===== config.mk =====
export PLATFORM = sky130hd
export DESIGN_NAME = mul_ln2_flat
export DESIGN_NICKNAME = d
export VERILOG_FILES = /design/src/rtl/fp32_const_pkg.sv /design/src/rtl/mul_ln2_if.sv /design/src/rtl/const_mul_24x24.sv /design/src/rtl/mul_ln2.sv /design/src/flat_wrapper.sv
export SDC_FILE = /design/constraint.sdc
export NUM_CORES = 1
export LEC_CHECK = 0
export BUFFER_PORTS_ARGS = -buffer_cell sky130_fd_sc_hd__buf_2
export CELL_PAD_IN_SITES_DETAIL_PLACEMENT = 1
export CELL_PAD_IN_SITES_GLOBAL_PLACEMENT = 1
export CORE_UTILIZATION = 54
export DETAILED_ROUTE_END_ITERATION = 16
export PLACE_DENSITY_LB_ADDON = 0.1
export SYNTH_ARGS = -nofsm -noshare
export SYNTH_HDL_FRONTEND = slang
export SYNTH_SLANG_ARGS = --single-unit

===== constraint.sdc =====
create_clock -name clk -period 25 [get_ports clk]
set_clock_uncertainty 0.05 [all_clocks]
set_input_delay 6.25 -clock clk [delete_from_list [all_inputs] [get_ports clk]]
set_output_delay 6.25 -clock clk [all_outputs]
set_load 0.02 [all_outputs]

===== src/rtl/fp32_const_pkg.sv =====
// Shared constants and field layout for the fixed-constant FP32 multipliers
// in the exp/log datapath.
package fp32_const_pkg;

  localparam logic [23:0] LN2_Q24      = 24'hB17218;
  localparam logic [23:0] LOG2E_Q24    = 24'hB8AA3B;
  localparam logic [7:0]  EXPO_SPECIAL = 8'hFF;
  localparam int          EXPO_BIAS    = 127;

  typedef struct packed {
    logic        sign;
    logic [7:0]  expo;
    logic [22:0] mant;
  } fp32_t;

endpackage


===== src/rtl/mul_ln2_if.sv =====
// Operand/result bundle for mul_ln2. Handshake: a beat moves into the pipe on a
// rising edge with en=1 and vld_in=1; a result is new on an edge with en=1 that
// sets vld_out. en=0 freezes every stage, and there is no backpressure besides en.
interface mul_ln2_if #(
  parameter int DATA_WIDTH = 32
);
  logic                  en;
  logic                  vld_in;
  logic [DATA_WIDTH-1:0] operand_in;
  logic [DATA_WIDTH-1:0] result_out;
  logic                  vld_out;

  modport master (
    output en, vld_in, operand_in,
    input  result_out, vld_out
  );

  modport slave (
    input  en, vld_in, operand_in,
    output result_out, vld_out
  );
endinterface


===== src/rtl/const_mul_24x24.sv =====
// Combinational 24x24 multiply by a constant, built as a shift-add over the
// constant's set bits. Shared by the fixed-constant FP multipliers.
module const_mul_24x24
  import fp32_const_pkg::*;
#(
  parameter logic [23:0] K = LN2_Q24
) (
  input  logic [23:0] a,
  output logic [47:0] p
);

  logic [47:0] acc;

  always_comb begin
    acc = '0;
    for (int i = 0; i < 24; i++) begin
      if (K[i]) acc = acc + ({24'd0, a} << i);
    end
    p = acc;
  end

endmodule


===== src/rtl/mul_ln2.sv =====
// Three-stage FP32 x*ln2 with global stall and flush-to-zero.
// Define MUL_LN2_RNE_EN for round-to-nearest-even; default build truncates.
module mul_ln2
  import fp32_const_pkg::*;
#(
  parameter int DATA_WIDTH = 32,
  parameter int EXPO_WIDTH = 8,
  parameter int MANT_WIDTH = 23
) (
  input  logic      clk,
  input  logic      rst,
  mul_ln2_if.slave  bus
);

  localparam int SW = MANT_WIDTH + 1;
  localparam int PW = 2 * SW;

  // S0
  logic [DATA_WIDTH-1:0] d0;
  logic                  v0;

  // S1
  fp32_t                 op;
  logic [PW-1:0]         prod;
  logic [PW-1:0]         p1;
  logic                  s1, zero1, special1, v1;
  logic [EXPO_WIDTH-1:0] e1;

  // S2 combinational
  logic                  hi;
  logic [MANT_WIDTH-1:0] mant, mant_r;
  logic [EXPO_WIDTH-1:0] expo, expo_r;
  logic [DATA_WIDTH-1:0] res_c;

  assign op = fp32_t'(d0);

  const_mul_24x24 #(.K(LN2_Q24)) u_mul (
    .a ({1'b1, op.mant}),
    .p (prod)
  );

  always_ff @(posedge clk or posedge rst) begin
    if (rst) begin
      d0 <= '0;
      v0 <= 1'b0;
    end else if (bus.en) begin
      v0 <= bus.vld_in;
      if (bus.vld_in) d0 <= bus.operand_in;
    end
  end

  always_ff @(posedge clk or posedge rst) begin
    if (rst) begin
      p1       <= '0;
      s1       <= 1'b0;
      e1       <= '0;
      zero1    <= 1'b0;
      special1 <= 1'b0;
      v1       <= 1'b0;
    end else if (bus.en) begin
      v1 <= v0;
      if (v0) begin
        p1       <= prod;
        s1       <= op.sign;
        e1       <= op.expo;
        zero1    <= (op.expo == '0);
        special1 <= (op.expo == EXPO_SPECIAL);
      end
    end
  end

  // The product of a [1,2) mantissa and ln2 lies in [0.69,1.39), so at most
  // one left shift is needed and the exponent can only drop by one.
  always_comb begin
    hi   = p1[PW-1];
    mant = hi ? p1[PW-2 -: MANT_WIDTH] : p1[PW-3 -: MANT_WIDTH];
    expo = hi ? e1 : e1 - 1'b1;
`ifdef MUL_LN2_RNE_EN
    begin
      logic g, st, rnd, carry;
      g     = hi ? p1[PW-2-MANT_WIDTH] : p1[PW-3-MANT_WIDTH];
      st    = hi ? (|p1[PW-3-MANT_WIDTH:0]) : (|p1[PW-4-MANT_WIDTH:0]);
      rnd   = g & (st | mant[0]);
      {carry, mant_r} = {1'b0, mant} + {{MANT_WIDTH{1'b0}}, rnd};
      expo_r = carry ? expo + 1'b1 : expo;
    end
`else
    mant_r = mant;
    expo_r = expo;
`endif
    // Underflow is judged on the pre-rounding exponent.
    if (special1)
      res_c = {s1, EXPO_SPECIAL, {MANT_WIDTH{1'b0}}};
    else if (zero1 || (!hi && e1 == {{(EXPO_WIDTH-1){1'b0}}, 1'b1}))
      res_c = {s1, {(DATA_WIDTH-1){1'b0}}};
    else
      res_c = {s1, expo_r, mant_r};
  end

  always_ff @(posedge clk or posedge rst) begin
    if (rst) begin
      bus.result_out <= '0;
      bus.vld_out    <= 1'b0;
    end else if (bus.en) begin
      bus.vld_out <= v1;
      if (v1) bus.result_out <= res_c;
    end
  end

endmodule


===== src/flat_wrapper.sv =====
// flat-port wrapper written by rule: the top's interface ports become plain ports
module mul_ln2_flat import fp32_const_pkg::*;
#(
  parameter int DATA_WIDTH = 32,
  parameter int EXPO_WIDTH = 8,
  parameter int MANT_WIDTH = 23
)
  (clk, rst, bus_en, bus_vld_in, bus_operand_in, bus_result_out, bus_vld_out);
  mul_ln2_if #(.DATA_WIDTH(DATA_WIDTH)) bus_i ();
  input  logic clk;
  input  logic rst;
  input wire logic [$bits(bus_i.en)-1:0] bus_en;
  input wire logic [$bits(bus_i.vld_in)-1:0] bus_vld_in;
  input wire logic [$bits(bus_i.operand_in)-1:0] bus_operand_in;
  output wire logic [$bits(bus_i.result_out)-1:0] bus_result_out;
  output wire logic [$bits(bus_i.vld_out)-1:0] bus_vld_out;
  assign bus_i.en = bus_en;
  assign bus_i.vld_in = bus_vld_in;
  assign bus_i.operand_in = bus_operand_in;
  assign bus_result_out = bus_i.result_out;
  assign bus_vld_out = bus_i.vld_out;
  mul_ln2 #(.DATA_WIDTH(DATA_WIDTH), .EXPO_WIDTH(EXPO_WIDTH), .MANT_WIDTH(MANT_WIDTH)) u_core (.clk(clk), .rst(rst), .bus(bus_i));
endmodule

; After elaboration in Yosys (flattened, before gate mapping)
; Index checks and enable logic that the tools add are counted.
[op_classes]
addsub = 10
multipliers = 0
div = 0
magnitude_cmp = 0
n_eq_ne = 2
n_shift = 0
n_mux = 4
bitwise = 0
n_reduce_logical = 7
[ops]
columns = operator, count
row1 = 31-bit 2-to-1 mux, 2
row2 = 48-bit by 38-bit adder with 48-bit output, 1
row3 = 48-bit by 40-bit adder with 48-bit output, 1
row4 = 48-bit by 44-bit adder with 48-bit output, 1
row5 = 48-bit by 45-bit adder with 48-bit output, 1
row6 = 48-bit by 47-bit adder with 48-bit output, 1
row7 = 37-bit by 37-bit adder with 38-bit output, 1
row8 = 34-bit by 36-bit adder with 37-bit output, 1
row9 = 29-bit by 33-bit adder with 34-bit output, 1
row10 = 27-bit by 28-bit adder with 29-bit output, 1
row11 = 23-bit 2-to-1 mux, 1
row12 = 8-bit by 1-bit equality test with 1-bit output (second input constant), 1
row13 = 8-bit equality test (second input constant), 1
row14 = 8-bit logical NOT, 1
row15 = 8-bit 2-to-1 mux, 1
row16 = 8-bit by 1-bit subtractor with 8-bit output (second input constant), 1
row17 = 2-bit AND reduction, 3
row18 = 1-bit logical AND, 1
row19 = 1-bit logical NOT, 1
row20 = 1-bit logical OR, 1
[word_totals]
reg_bits = 126
latch_bits = 0
mem_bits_rw = 0
mem_bits_ro = 0
inputBits = 36
out_inout_bits = 33
word_cells = 33
mem_count = 0

; Logic depth before layout (Yosys ltp)
; Gate-level depths: netlist (run 1).
[logic_depth]
ltp_word = 9
mapped_depth = 33
depth_no_buf = 32

; By module
; Synthesis (run 1) repeated with hierarchy kept, for this count alone.
[hier_totals]
cells_unflattened = 1005
area_unflattened_um2 = 10777.8
[by_module_without_submodules]
columns = module, instances, cells_per_inst, area_per_inst_um2, seq_area_each_um2
row1 = const_mul_24x24, 1, 679, 6377.4, 0.0
row2 = mul_ln2, 1, 326, 4400.5, 2577.5

; Worst setup path before layout (run 1)
; OpenSTA, ideal clock, no wires.
[synth_timing]
kind = register to register
from = register u_core.d0[1]
to = register u_core.p1[45]
setup_time_ns = 0.131
arrival_ns = 7.754
required_ns = 24.819
setup_slack_ns = 17.066
path_stages_with_launch = 32
path_buffers = 0
period_less_slack_ns = 7.934
path_cell_list = dfrtp_1 inv_1 fa_1 inv_1 fa_1 inv_1 fa_1 inv_1 ha_1 nand4_1 o221ai_1 a21o_1 a21o_1 a21o_1 a211oi_2 a21oi_1 xor2_1 fa_1 inv_1 fa_1 fa_1 inv_1 ha_1 a21o_1 a21oi_1 o31ai_2 a221o_1 o21ai_2 a31oi_4 a311oi_2 xor2_1 o21ai_1
[synth_between]
elab_chain_len = 9
[synth_rtl]
columns = element, line_no
row1 = from (decl), mul_ln2.sv:19  ; logic [DATA_WIDTH-1:0] d0;
row2 = from (signal assigned), mul_ln2.sv:48  ; if (bus.vld_in) d0 <= bus.operand_in;
row3 = 27-bit by 28-bit adder with 29-bit output, const_mul_24x24.sv:17  ; if (K[i]) acc = acc + ({24'd0, a} << i);
row4 = 29-bit by 33-bit adder with 34-bit output, const_mul_24x24.sv:17
row5 = 34-bit by 36-bit adder with 37-bit output, const_mul_24x24.sv:17
row6 = 37-bit by 37-bit adder with 38-bit output, const_mul_24x24.sv:17
row7 = 48-bit by 38-bit adder with 48-bit output, const_mul_24x24.sv:17
row8 = 48-bit by 40-bit adder with 48-bit output, const_mul_24x24.sv:17
row9 = 48-bit by 44-bit adder with 48-bit output, const_mul_24x24.sv:17
row10 = 48-bit by 45-bit adder with 48-bit output, const_mul_24x24.sv:17
row11 = 48-bit by 47-bit adder with 48-bit output (*), const_mul_24x24.sv:17
row12 = to (signal assigned), mul_ln2.sv:63  ; p1 <= prod;
row13 = to (decl), mul_ln2.sv:25  ; logic [PW-1:0] p1;
; Every way passes the cells marked *; elsewhere a longest branch is shown, timed or not.
; A chain may end at the register's enable or synchronous reset.

; Final worst setup path (run 1)
[layout_timing]
from = register u_core.d0[13]
to = register u_core.p1[47]
; The elaborated chain is that of the path after synthesis.

==> summary.txt, run 1 <==
Layout
  • Register Area: 2577 um2
  • Multi-input logic area: 7400 um2
  • Synth-to-layout area growth: 8.511%
  • Fin nets: 1464
  • Most frequent cells in the layout: inv_1, fa_1, ha_1
  • Diodes inserted: 0
  • Layout cell share with drive strength beyond 1: 13.56%
  • Cell area after layout: 11920 um2
  • Commonest non-fill, non-tap cell in the layout: inv_1
  • Layout fillers: ~2300

Timing
  • Setup violations, final: 0
  • Unrepaired setup endpoints after global routing: no
  • Fin crit share: 37.54%
  • Slew @ Worst Pin: around 0.87 ns
  • WHS: 0.4248 ns
  • Final hold vios: 0
  • Final Critical Period: 9.386 ns
  • Fin Setup TNS: 0 ns
  • Max-slew violation count: 0
  • Fmax: 106.5 MHz
  • Rel. slew slack: around two fifths

Floorplan
  • Die W: 144.6 um
  • Io pins: 69
  • Die height: about 140 um
  • DIE AREA: 20910 um2
  • Core Box Area: 19720 um2
  • Initial Util: 55.70%
  • Row count: 51

Yosys
  • Cell taking the most area after synthesis: dfrtp_1
  • Synthesized cell area: 10980 um2
  • Synth unique cells: slightly above 60
  • #FFs+latches synth: between 100 and 150
  • Asr flop ratio synth: 100.0%
  • Ys Warns: 0
  • Primary FF master, synth: dfrtp_1
  • Syn_nets: approximately 1400
  • Post-synth EDFFs: 0
  • Avg Inst Size Synth: 9.867 um2
  • Synth top area cells: dfrtp_1, fa_1, ha_1
  • Seq/Total Area, Yosys: roughly a quarter
  • Area fraction of the dominant cell type after synthesis: 23.47%
  • Post-Synthesis Cells: approximately 1100

Min path
  • Hold Path Class: reg2reg

Drt
  • 1st-pass router iterations: 4
  • Met3 wire length: about 1000 um
  • Met2 Wirelength: 13700 um
  • Post-route DRC: 0
  • Top Layer Used: met4
  • Initial DRC count: 301
  • Routed wire per std cell: about 20 um
  • Total number of vias: 7994
  • Vias per Instance: 5.532
  • DRT antenna net count: 0
  • Met1 wire length: 12390 um
  • Post-Route WL: about 28000 um

Placed design
  • Buffers on Ports: between 60 and 70
  • Placed instance area: 11590 um2
  • HPWL after DPL: 23050 um
  • Routability congestion estimate: 0.9365

Worst setup path
  • R2r setup slk: roughly 16 ns
  • Reg2Reg Launch Point: u_core.d0[13]
  • Worst setup path end: u_core.p1[47]
  • Slowest stage delay, CP: 0.77 ns
  • Slowest-stage cell, CP: dfrtp_1
  • Worst reg2reg path endpoint: u_core.p1[47]
  • Kind of critical path: reg2reg
  • CP Launch Point: u_core.d0[13]
  • Required @ worst endpoint: 25.25 ns
  • Reg2reg path depth: 31
  • Critical path launch point type: register
  • Worst Setup End Kind: register
  • CP arrival: about 9.6 ns
  • Peak fanout along the critical path: 8

GRT
  • Initial antenna violation count: 0
  • First-pass GRT wire length: 45250 um
  • Largest net degree at the start of global routing: 67
  • Overflow after GRT: 0
  • Overall Global Routing Usage: between 20% and 30%
  • Vias in the first global route: 8727

CTS
  • Max Root-Sink Buffers: 2
  • Post-CTS resize count: 0
  • CTS Sinks: 103
  • Clk slew on worst S/H paths: 0.09 ns
  • Htree depth: 3
  • # Post-CTS Setup Buffers: 0
  • Clk root buf: clkbuf_16
  • CTS tree: built
  • Inserted Clock Buffers: 9
  • Clock latency at the later pin of the worst-skew pair: ~0.37 ns
  • Post-CTS Hold Buffers: 0

Outcome
  • Status: completed

Job
  • # Max-Cap Violations: 0
-- cell type report --
class                   instances  share of cell area [%]
clock buffers                   9                   1.890
flip-flops and latches        103                   21.63
well taps                     265                   2.782
repair buffers                 73                   3.171
clock inverters                 7                  0.8190
inverters                     241                   7.612
multi-input cells             747                   62.10
-- critical path, delay by kind of cell (launching register included) --
family / cells / cell delay, ns
simple gates: 7 / 1.79
buf+inv: 6 / 0.61
flops: 1 / 0.77
xor+xnor: 1 / 0.37
fa+ha+maj: 8 / 3.85
compound gates: 9 / 1.85
-- cells by family after synthesis --
kind of cell | Yosys count | share of synthesized area [%]
buf+inv | 263 | 9.172
flops | 103 | 23.47
xor+xnor | 49 | 3.908
simple gates | 184 | 7.839
compound gates | 195 | 11.53
mux | 66 | 6.506
fa+ha+maj | 253 | 37.58
-- registers in the layout, indices dropped and copies added, names as in the netlist, 8 cells and up --
| name | count |
|---|---|
| u_core.bus.result_out | 32 |
| u_core.p1 | 25 |
| u_core.d0 | 32 |
| u_core.e1 | 8 |
-- stage by stage --
stage / worst slack (ns) / util, % / std cells
floorplan: 16.00 / - / 1113
finish: 15.61 / 60.44 / 1445
CTS: 15.66 / 60.44 / 1445
global route: 15.19 / 60.44 / 1445
global placement: 15.95 / 58.80 / 1429
detailed placement: 15.76 / 58.80 / 1429
-- per-layer routing --
layer | global-route usage [%] | vias to the layer above
met4 | 11.14 | 0
met3 | 4.371 | 64
met2 | 49.01 | 186
met5 | 0 | -
li1 | - | 3755
met1 | 37.07 | 3989
-- cells in the mapped netlist (all sizes together) (10+ instances only) --
cell type / count
nor3: 10
inv: 241
nand4: 10
a21o: 16
nand2: 99
mux2: 43
xor2: 25
ha: 125
xnor2: 24
fa: 128
dfrtp: 103
o21ai: 73
nor2: 21
clkbuf: 13
a21oi: 52
mux2i: 23
nand3: 11
-- worst min path at each step --
stage | startpoint | to | slack, ns | cells past startpoint
finish | u_core.bus.result_out[26] | u_core.bus.result_out[26] | 0.42 | 2
global route | u_core.bus.result_out[27] | u_core.bus.result_out[27] | 0.46 | 2
CTS | u_core.bus.result_out[19] | u_core.bus.result_out[19] | 0.43 | 2
detailed placement | u_core.bus.result_out[26] | u_core.bus.result_out[26] | 0.42 | 2
global placement | u_core.bus.result_out[26] | u_core.bus.result_out[26] | 0.41 | 2
floorplan | u_core.p1[23] | u_core.p1[23] | 0.40 | 2
Power of run 1 is left out: the tool's default activity adds up to more than one toggle a clock period on the data nets, which glitch-free logic cannot reach.
==> inputs of run 2 (changes only) <==
--- a/config.mk
+++ b/config.mk
@@ -8,7 +8,7 @@
 export BUFFER_PORTS_ARGS = -buffer_cell sky130_fd_sc_hd__buf_2
 export CELL_PAD_IN_SITES_DETAIL_PLACEMENT = 1
 export CELL_PAD_IN_SITES_GLOBAL_PLACEMENT = 1
-export CORE_UTILIZATION = 54
+export CORE_UTILIZATION = 45
 export DETAILED_ROUTE_END_ITERATION = 16
 export PLACE_DENSITY_LB_ADDON = 0.1
 export SYNTH_ARGS = -nofsm -noshare
==> constraint.sdc (replaced) <==
create_clock -name clk -period 7.65 [get_ports clk]
set_clock_uncertainty 0.05 [all_clocks]
set_input_delay 1.9125 -clock clk [delete_from_list [all_inputs] [get_ports clk]]
set_output_delay 1.9125 -clock clk [all_outputs]
set_load 0.02 [all_outputs]
==> summary.txt, run 2 (synthesis results as in run 1) <==
GRT
  • Largest net degree at the start of global routing: 67 (unchanged)
  • First-pass GRT wire length: 47060 um (+4.0%)
  • Overflow after GRT: 0 (unchanged)
  • Overall Global Routing Usage: 24.73% (-4.2 points)
  • Initial antenna violation count: 0 (unchanged)
  • Vias in the first global route: 9136 (+4.7%)

Drt
  • Post-route DRC: 0 (unchanged)
  • Total number of vias: 8531 (+6.7%)
  • Routed wire per std cell: 18.79 um (-3.3%)
  • Initial DRC count: 316 (+5.0%)
  • Vias per Instance: 5.199 (-6.0%)
  • DRT antenna net count: 0 (unchanged)
  • 1st-pass router iterations: 6 (+2)
  • Post-Route WL: 30830 um (+9.8%)

Worst setup path
  • Critical path launch point type: register
  • Critical path's top delay family: adder cells
  • Kind of critical path: reg2reg
  • Slowest stage delay, CP: 0.58 ns (-0.19 ns)
  • Peak fanout along the critical path: 4 (-4)
  • Reg2Reg Launch Point: u_core.d0[11]
  • Required @ worst endpoint: 7.90 ns (-17.35 ns)
  • CP arrival: 8.06 ns (-1.57 ns)
  • Worst Setup End Kind: register
  • Slowest-stage cell, CP: fa_1
  • Most Frequent Cell on Critical Path: fa_1
  • Buffers & Inverters on Critical Path: 7 (+1)
  • Worst reg2reg path endpoint: u_core.p1[47]
  • R2r setup slk: -0.16 ns (-15.77 ns)
  • Reg2reg path depth: 31 (unchanged)

Floorplan
  • Row count: 56 (+9.8%)
  • Core Box Area: 23680 um2 (+20%)
  • Initial Util: 46.37% (-9.3 points)
  • Die height: 158.2 um (+9.4%)
  • Die W: 158.2 um (+9.4%)
  • Io pins: 69 (unchanged)
  • DIE AREA: 25030 um2 (+20%)

Layout
  • Layout cell share with drive strength beyond 1: 33.96% (+20 points)
  • Diodes inserted: 0 (unchanged)
  • Commonest non-fill, non-tap cell in the layout: inv_1
  • Fin nets: 1606 (+9.7%)
  • Most frequent cells in the layout: inv_1, buf_4, fa_1
  • Synth-to-layout area growth: 26.49%
  • Top Registers: u_core.bus.result_out: 32 flops, u_core.d0: 32 flops, u_core.p1: 25 flops

CTS
  • CTS Sinks: 103 (unchanged)
  • Inserted Clock Buffers: 9 (unchanged)
  • Clk slew on worst S/H paths: 0.08 ns (about the same)
  • Max Root-Sink Buffers: 2 (unchanged)
  • Htree depth: 3 (unchanged)
  • CTS tree: built
  • Clock latency at the later pin of the worst-skew pair: 0.36 ns (about the same)
  • Clk root buf: clkbuf_16

Timing
  • Slew @ Worst Pin: 0.9533 ns (+0.08148 ns)
  • Final Critical Period: 7.808 ns (-1.578 ns)
  • Fin crit share: 102.1% (+65 points)
  • Max-slew violation count: 0 (unchanged)
  • Setup slack after layout: -0.1582 ns (-15.77 ns)
  • Rel. slew slack: 36.45% (-5.4 points)
  • Fmax: 128.1 MHz (+20%)
  • Setup violations, final: 5 (+5)
  • Unrepaired setup endpoints after global routing: yes
  • Final hold vios: 0 (unchanged)

Placed design
  • HPWL after DPL: 23170 um (+0.49%)
  • Worst slack, placed: -0.4652 ns (-16.23 ns)
  • Buffers on Ports: 68 (unchanged)
  • Routability congestion estimate: 0.8763 (-6.4%)

Outcome
  • Status: finished with violations
  • Failing checks: setup timing

Min path
  • Hold Path Class: reg2reg
  • Hold worst-path end: u_core.bus.result_out[23]
  • Hold Crit Depth: 2 (unchanged)
  • Critical hold path startpoint: u_core.bus.result_out[23]

Job
  • # Max-Cap Violations: 0 (unchanged)
==> run 2: cell count changes in the layout (fill, tap and decap cells not counted), moves of 9 or more <==
| cell | change |
|---|---|
| dfrtp_2 | +13 |
| nand2_1 | -11 |
| inv_2 | +35 |
| a21oi_2 | +15 |
| dfrtp_1 | -13 |
| ha_1 | -27 |
| buf_4 | +132 |
| buf_6 | +9 |
| a21oi_1 | -19 |
| inv_1 | -37 |
| ha_4 | +23 |
==> run 2: final cells by class <==
class	instances	area [um2]
Fill cell	2658	9792
Multi-Input combinational cell	747	8195
Sequential cell	103	2594
Timing Repair Buffer	215	1490
Inverter	241	913.4
Tap cell	319	399.1
Clock buffer	10	239.0
Clock inverter	6	60.06
==> run 2: how the worst max path moves through the flow <==
stage	from	endpoint	slack [ns]	depth (start not counted)
final	u_core.d0[11]	u_core.p1[47]	-0.16	31
after global routing	u_core.d0[11]	u_core.p1[47]	-0.33	31
after CTS	u_core.d0[11]	u_core.p1[47]	0.01	30
after detailed placement	u_core.d0[8]	u_core.p1[47]	-0.47	32
after global placement	u_core.d0[8]	u_core.p1[47]	-0.21	30
after floorplan	u_core.d0[1]	u_core.p1[45]	-0.03	31
==> run 2: layer usage <==
layer / GRT usage [%] / vias up / routed length, um
li1: - / 4031 / -
met1: 31.51 / 4309 / 13470
met2: 44.13 / 135 / 15720
met3: 2.518 / 56 / 686
met4: 7.234 / 0 / 945
met5: 0 / - / 0
==> run 2: worst min-delay path: cells and delay by family, from the launching register on <==
kind | cells | cell delay, ns
AO/OA/AOI/OAI | 1 | 0.06
flip-flops | 1 | 0.34
AND/OR/NAND/NOR | 1 | 0.04
==> run 2: what timing repair did <==
action / CTS / global route
setup endpoints to repair: 15 / 19
setup buffers: 12 / 16
pin swaps: 46 / 66
hold buffers: 0 / 0
resized for setup: 64 / 109
==> run 2: metrics by stage <==
| step | cell area [um2] | cells | util (%) | setup TNS [ns] | hold slack, ns |
|---|---|---|---|---|---|
| 3_5_place_dp | 12570 | 1597 | 53.09 | -3.506 | 0.4156 |
| 2_1_floorplan | 11020 | 1113 | - | -0.03024 | 0.3992 |
| 6_report | 13890 | 1641 | 58.65 | -0.4246 | 0.4264 |
| 4_1_cts | 13360 | 1625 | 56.41 | 0 | 0.4344 |
| 5_1_grt | 13890 | 1641 | 58.65 | -2.819 | 0.4530 |
| 3_3_place_gp | 12570 | 1597 | 53.09 | -0.6389 | 0.4077 |
Power of run 2 is left out for the same reason.
==> inputs of run 3 (changes only) <==
--- a/config.mk
+++ b/config.mk
@@ -8,7 +8,7 @@
 export BUFFER_PORTS_ARGS = -buffer_cell sky130_fd_sc_hd__buf_2
 export CELL_PAD_IN_SITES_DETAIL_PLACEMENT = 1
 export CELL_PAD_IN_SITES_GLOBAL_PLACEMENT = 1
-export CORE_UTILIZATION = 45
+export CORE_UTILIZATION = 54
 export DETAILED_ROUTE_END_ITERATION = 16
 export PLACE_DENSITY_LB_ADDON = 0.1
 export SYNTH_ARGS = -nofsm -noshare
==> constraint.sdc (replaced) <==
create_clock -name clk -period 9.8 [get_ports clk]
set_clock_uncertainty 0.05 [all_clocks]
set_input_delay 2.45 -clock clk [delete_from_list [all_inputs] [get_ports clk]]
set_output_delay 2.45 -clock clk [all_outputs]
set_load 0.02 [all_outputs]
==> summary.txt, run 3 (synthesis results as in run 1) <==
GRT
  • Largest net degree at the start of global routing: 67 (unchanged)
  • Overflow after GRT: 0 (unchanged)
  • First-pass GRT wire length: 46170 um (-1.9%)
  • Vias in the first global route: 8906 (-2.5%)
  • Overall Global Routing Usage: 29.38% (+4.6 points)
  • Initial antenna violation count: 0 (unchanged)

Drt
  • Post-Route WL: 28470 um (-7.6%)
  • Total number of vias: 8130 (-4.7%)
  • Vias per Instance: 5.603 (+7.8%)
  • Routed wire per std cell: 19.62 um (+4.4%)
  • DRT antenna net count: 0 (unchanged)
  • 1st-pass router iterations: 4 (-2)
  • Initial DRC count: 330 (+4.4%)
  • Post-route DRC: 0 (unchanged)

Timing
  • Max-slew violation count: 0 (unchanged)
  • Fin crit share: 95.77% (-6.3 points)
  • Setup violations, final: 0 (-5)
  • Fin Setup TNS: 0 ns (+0.4246 ns)
  • Slew @ Worst Pin: 0.8546 ns (-0.09865 ns)
  • Final hold vios: 0 (unchanged)
  • Final Critical Period: 9.385 ns (+1.577 ns)
  • Setup slack after layout: 0.4145 ns (+0.5727 ns)
  • Fmax: 106.5 MHz (-17%)
  • Rel. slew slack: 43.03% (+6.6 points)
  • Unrepaired setup endpoints after global routing: no

CTS
  • Post-CTS Hold Buffers: 0 (unchanged)
  • Max Root-Sink Buffers: 2 (unchanged)
  • Inserted Clock Buffers: 9 (unchanged)
  • Clk root buf: clkbuf_16
  • Post-CTS resize count: 0 (-100%)
  • # Post-CTS Setup Buffers: 0 (-12)
  • CTS tree: built
  • CTS Sinks: 103 (unchanged)
  • Clk slew on worst S/H paths: 0.09 ns (about the same)
  • Clock latency at the later pin of the worst-skew pair: 0.36 ns (about the same)
  • Htree depth: 3 (unchanged)

Floorplan
  • DIE AREA: 20910 um2 (-16%)
  • Core Box Area: 19720 um2 (-17%)
  • Initial Util: 55.70% (+9.3 points)
  • Io pins: 69 (unchanged)
  • Die W: 144.6 um (-8.6%)
  • Die height: 144.6 um (-8.6%)
  • Row count: 51 (-8.9%)

Worst setup path
  • Buffers & Inverters on Critical Path: 7 (unchanged)
  • Slowest stage delay, CP: 0.61 ns (+0.03 ns)
  • Peak fanout along the critical path: 8 (+4)
  • Slowest-stage cell, CP: dfrtp_1
  • Most Frequent Cell on Critical Path: inv_1
  • Critical path launch point type: register
  • CP Launch Point: u_core.d0[2]
  • Reg2Reg Launch Point: u_core.d0[2]
  • Worst Setup End Kind: register
  • CP arrival: 9.63 ns (+1.57 ns)
  • Kind of critical path: reg2reg
  • Required @ worst endpoint: 10.04 ns (+2.14 ns)
  • Critical path's top delay family: adder cells

Placed design
  • Buffers on Ports: 68 (unchanged)
  • HPWL after DPL: 23240 um (+0.31%)
  • Routability congestion estimate: 0.9373 (+7.0%)
  • Worst slack, placed: 0.6669 ns (+1.132 ns)

Layout
  • Synth-to-layout area growth: 8.591%
  • Most frequent cells in the layout: inv_1, fa_1, ha_1
  • Diodes inserted: 0 (unchanged)
  • Top Registers: u_core.bus.result_out: 32 flops, u_core.d0: 32 flops, u_core.p1: 25 flops
  • Layout cell share with drive strength beyond 1: 14.00% (-20 points)
  • Fin nets: 1470 (-8.5%)
  • Commonest non-fill, non-tap cell in the layout: inv_1

Min path
  • Critical hold path startpoint: u_core.bus.result_out[28]
  • Hold Path Class: reg2reg

Outcome
  • Status: completed

Job
  • # Max-Cap Violations: 0 (unchanged)
-- run 3: cell types whose count changed in the layout (fill, tap and decap cells not counted), sizes merged --
cell / change
buf: -136
clkbuf: -1
clkinv: -1
inv: +2
-- run 3: path summary, 6_finish.rpt --
path | end | slack (ns) | depth (start not counted)
worst max-delay path | u_core.p1[47] | 0.41 | 31
worst min-delay path | u_core.bus.result_out[28] | 0.42 | 2
worst max register to register | u_core.p1[47] | 0.41 | 31
worst min register to register | u_core.bus.result_out[28] | 0.42 | 2
max in group asynchronous | u_core.d0[22] | 6.38 | 3
min in group asynchronous | u_core.bus.result_out[2] | 2.07 | 2
-- run 3: tightest hold or removal path: cells and delay by family, from the launching register on --
family          cells  cell delay [ns]
compound gates      1             0.06
flops               1             0.34
simple gates        1             0.05
-- run 3: metal layers --
metal  part of all wire [%]  GRT usage (%)  wire, um  vias up
met5                      0              0         0        -
met2                     50          51.44     14170      202
met1                     43          36.28     12330     4107
met4                    3.4          11.36       967        0
met3                    3.5          4.603      1001       61
li1                       -              -         -     3760
-- run 3: metrics by stage --
step | instances | area (um2) | hold WS, ns | utilization, %
6_report | 1451 | 11930 | 0.4245 | 60.48
5_1_grt | 1451 | 11930 | 0.4584 | 60.48
4_1_cts | 1451 | 11930 | 0.4337 | 60.48
3_5_place_dp | 1435 | 11640 | 0.4152 | 59.03
3_3_place_gp | 1435 | 11640 | 0.4066 | 59.03
2_1_floorplan | 1113 | 10980 | 0.3992 | -
-- run 3: cell type report --
type / instances / area [um2]
Fill cell: 2263 / 7792
Multi-Input combinational cell: 747 / 7400
Sequential cell: 103 / 2577
Inverter: 241 / 907.1
Timing Repair Buffer: 79 / 422.9
Tap cell: 265 / 331.6
Clock buffer: 9 / 225.2
Clock inverter: 7 / 61.31
Power of run 3 is left out for the same reason.
